[src/rtl/entry_ob.sv]
// entry_ob: first-word-fall-through output buffer between fetch and
// the serializer, with early back-pressure and a sticky overflow flag.
module entry_ob #(
    parameter int ENTRY_W   = 128,
    parameter int DEPTH     = 8,
    parameter int AF_MARGIN = 1
) (
    input  logic                       clk,
    input  logic                       reset,
    input  logic                       in_valid,
    input  logic [ENTRY_W-1:0]         in_entry,
    output logic                       full,
    output logic                       out_valid,
    output logic [ENTRY_W-1:0]         out_entry,
    input  logic                       out_ready,
    input  logic                       flush,
    output logic [$clog2(DEPTH):0]     count,
    output logic                       overflow
);

    localparam int PW = $clog2(DEPTH);
    localparam int CW = PW + 1;
    localparam logic [CW-1:0] DEPTH_C = CW'(DEPTH);
    localparam logic [CW-1:0] AF_LVL  = CW'(DEPTH - AF_MARGIN);

    logic [ENTRY_W-1:0] mem_q [DEPTH];
    logic [PW-1:0]      wr_ptr_q, wr_ptr_d;
    logic [PW-1:0]      rd_ptr_q, rd_ptr_d;
    logic [CW-1:0]      count_q, count_d;
    logic               overflow_q, overflow_d;
    logic               pop;
    logic               push_ok;

    assign out_valid = (count_q != '0);
    assign out_entry = mem_q[rd_ptr_q];
    assign full      = (count_q >= AF_LVL);
    assign count     = count_q;
    assign overflow  = overflow_q;

    assign pop     = out_valid & out_ready;
    assign push_ok = in_valid & ((count_q < DEPTH_C) | pop);

    // Next-state for pointers, occupancy and the sticky drop flag.
    always_comb begin
        wr_ptr_d   = wr_ptr_q;
        rd_ptr_d   = rd_ptr_q;
        count_d    = count_q;
        overflow_d = overflow_q;
        if (flush) begin
            wr_ptr_d   = '0;
            rd_ptr_d   = '0;
            count_d    = '0;
            overflow_d = 1'b0;
        end else begin
            if (push_ok) wr_ptr_d = wr_ptr_q + 1'b1;
            if (pop)     rd_ptr_d = rd_ptr_q + 1'b1;
            if (push_ok && !pop)      count_d = count_q + 1'b1;
            else if (pop && !push_ok) count_d = count_q - 1'b1;
            if (in_valid && !push_ok) overflow_d = 1'b1;
        end
    end

    // Control state register, cleared asynchronously.
    always_ff @(posedge clk or negedge reset) begin
        if (!reset) begin
            wr_ptr_q   <= '0;
            rd_ptr_q   <= '0;
            count_q    <= '0;
            overflow_q <= 1'b0;
        end else begin
            wr_ptr_q   <= wr_ptr_d;
            rd_ptr_q   <= rd_ptr_d;
            count_q    <= count_d;
            overflow_q <= overflow_d;
        end
    end

    // Entry storage is data-only and never reset.
    always_ff @(posedge clk) begin
        if (push_ok && !flush) mem_q[wr_ptr_q] <= in_entry;
    end

endmodule
[config.mk]
export PLATFORM = sky130hd
export DESIGN_NAME = entry_ob
export DESIGN_NICKNAME = d
export VERILOG_FILES = /design/src/rtl/entry_ob.sv
export SDC_FILE = /design/constraint.sdc
export NUM_CORES = 1
export LEC_CHECK = 0
export CAP_MARGIN = 20
export CORE_MARGIN = 2
export CORE_UTILIZATION = 55
export CTS_BUF_LIST = sky130_fd_sc_hd__clkbuf_4
export DETAILED_ROUTE_END_ITERATION = 12
export PLACE_DENSITY = 0.8
export SYNTH_ARGS = -nofsm -noshare
export SYNTH_HDL_FRONTEND = slang
export SYNTH_SLANG_ARGS = --single-unit
[constraint.sdc]
create_clock -name clk -period 15.15 [get_ports clk]
set_clock_uncertainty 0.2 [all_clocks]
set_input_delay 1.515 -clock clk [delete_from_list [all_inputs] [get_ports clk]]
set_output_delay 1.515 -clock clk [all_outputs]
set_load 0.02 [all_outputs]
==> metrics <==
status finished, final reports clean; initial core utilization 55.8%; Post-synth top cells edfxtp_1 (1024), mux4_2 (256), mux2_2 (128), clkbuf_1 (27), buf_6 (26); Worst-path clk slew 70 ps; core area 70300 um^2; WL/cell 24.3 um; Worst VDD drop 0.000164 V; final core occ 65.3%; grt ovf 0; Area growth, synth to finish 17.1%; first drt pass iteration count 5; setup TNS 0 ps; Synth Area per Inst 25.0 um^2; vias in the first global route 20000; Data required, critical path 13440 ps; Comb pwr share 23.8%; DR DRC count 0; Flop pwr share 46.1%; Post-synth EDFFs 1024; vias per cell 5.81; clock power share 30.1%; Synth Instances 1568; post-place setup slack 9150 ps; Hold Fails Final Rpt 0; most common cell in the synthesized netlist edfxtp_1; DIE HEIGHT 271 um; Routed Antenna Nets 0; initial antenna violation count 7; sequential area share after synthesis 79.2%; Sw Share 26.1%; CTS sink cnt 1035; Post-CTS Repair Setup Buffers 0; CTS Buffer Depth 4; total net switching power 1.87 mW; Routed WL 76300 um; power per cell area 156 nW/um^2; deepest level of the CTS H-tree 5; final HPWL from detailed placement 38400 um; clk root buf clkbuf_4; type of origin of the critical path register; first-pass GRT wire length 116000 um; FP Rows 97; area of the multi-input gates 7710 um^2; Via Count 18200; worst skew pair latency 1030 ps; Relative slew margins 28.5%; Cell Int Power 5.29 mW; max frequency 144 MHz; worst slew pin tran 1070 ps; crit path kind reg -> out; # hold bufs at CTS 0; setup violators final 0; CP max FO 114; final setup margin 8190 ps; Tcrit/Tclk final 46.0%; synthesized flop and latch total 1035; pin count of the biggest net entering global routing 129; routability cong. 0.706; CTS tree yes; FF+latch area 31000 um^2; Tot GR Track Use 21.3%; syn_nets 1706; DIE AREA 73400 um^2; Num CTS Buffers 274; Hold WC Path Type reg -> reg; top cell type's share of synthesized area 78.5%; Mapped Area 39200 um^2; FFs w/ async S/R, synth 1.06%; cts repair resizes 0; Period minus WS final 6960 ps; Pwr Total 7.16 mW; # IOs 268; Distinct cells, synth 33; Port Buf Inserts 267; Filler cells 4381; Max-Cap Viols 0; leakage power 14.4 nW; element type at the critical path end output pin; Synth Flop Type edfxtp_1; crit path DAT 5250 ps; total of warnings raised by yosys 0; area leader, netlist edfxtp_1; count of pins over their slew limit 0; RSZ-0062 raised after global routing no; top cells by area, synth edfxtp_1 (78%), mux4_2 (15%), mux2_2 (3.7%); fin nets 2195; die width 271 um; iteration-0 DRC count of the detailed router 1463; share of layout cells above drive strength 1 36.1%
layout make-up:
class,instances,share of cell area [%]
antenna,6,0.0327
clock buffer,360,5.89
clock inverter,51,0.611
inverter,7,0.0573
multi-input combinational,450,16.8
sequential,1035,67.6
tap,940,2.56
timing repair buffer,289,6.42
power by group through the flow:
stage                     sequential [mW]  combinational (mW)  clock, mW
after floorplan                      3.34                1.22          0
after global placement               3.37                1.69          0
after detailed placement             3.38                1.71          0
after CTS                            3.32                1.72       2.22
after global routing                 3.31                1.81       2.38
final                                3.30                1.70       2.15
flip-flops by register name, summed over array words and instances (netlist names):
signal	flops
mem_q	1024
count	4
rd_ptr_q	3
wr_ptr_q	3
overflow	1
layer usage:
layer | GRT usage [%] | wire (um) | vias to the layer above | part of all wire, %
li1 | - | - | 7845 | -
met1 | 26.8 | 29400 | 9573 | 39
met2 | 35.3 | 39700 | 696 | 52
met3 | 6.46 | 5970 | 105 | 7.8
met4 | 7.39 | 1270 | 4 | 1.7
met5 | 0 | 26 | - | 0.034
final timing paths:
path	depth (start not counted)	to	startpoint	slack (ps)
setup / recovery	5	out_entry[9]	rd_ptr_q[0]	8190
hold / removal	2	overflow	overflow	330
setup reg to reg	5	mem_q[5][78]	count[3]	11400
hold reg to reg	2	overflow	overflow	330
max in group asynchronous	1	rd_ptr_q[2]	reset	13690
min in group asynchronous	1	count[0]	reset	630
cells in the final DEF, fill, tap and decap left out, types with 6 or more instances in the layout:
| master | count |
|---|---|
| mux2_2 | 128 |
| edfxtp_1 | 1024 |
| dfrtp_1 | 8 |
| clkbuf_4 | 360 |
| clkdlybuf4s50_1 | 267 |
| nand3_1 | 8 |
| nor2_1 | 9 |
| clkinv_1 | 39 |
| diode_2 | 6 |
| inv_1 | 7 |
| mux4_2 | 256 |
| buf_4 | 14 |
| buf_12 | 7 |
through the flow:
stage                     area (um^2)  hold slack [ps]  instances
final                           45900              334       3138
after global routing            45900              360       3135
after CTS                       45800              337       3131
after detailed placement        42900              322       2720
after global placement          42900              282       2720
after floorplan                 39200              390       1568
worst max-delay path, stage by stage, from the launching register on:
cell and delay (ps):
dfrtp_4 880, buf_12 740, buf_12 690, mux4_2 610, mux2_2 320, clkdlybuf4s50_1 560
kinds of logic after synthesis:
| logic type | share of synthesized area [%] |
|---|---|
| fa+ha+maj | 0.179 |
| compound gates | 0.319 |
| mux | 18.4 |
| buf+inv | 1.32 |
| simple gates | 0.444 |
| flops | 79.2 |
| xor+xnor | 0.134 |
Power figures use the tool's default switching activity.
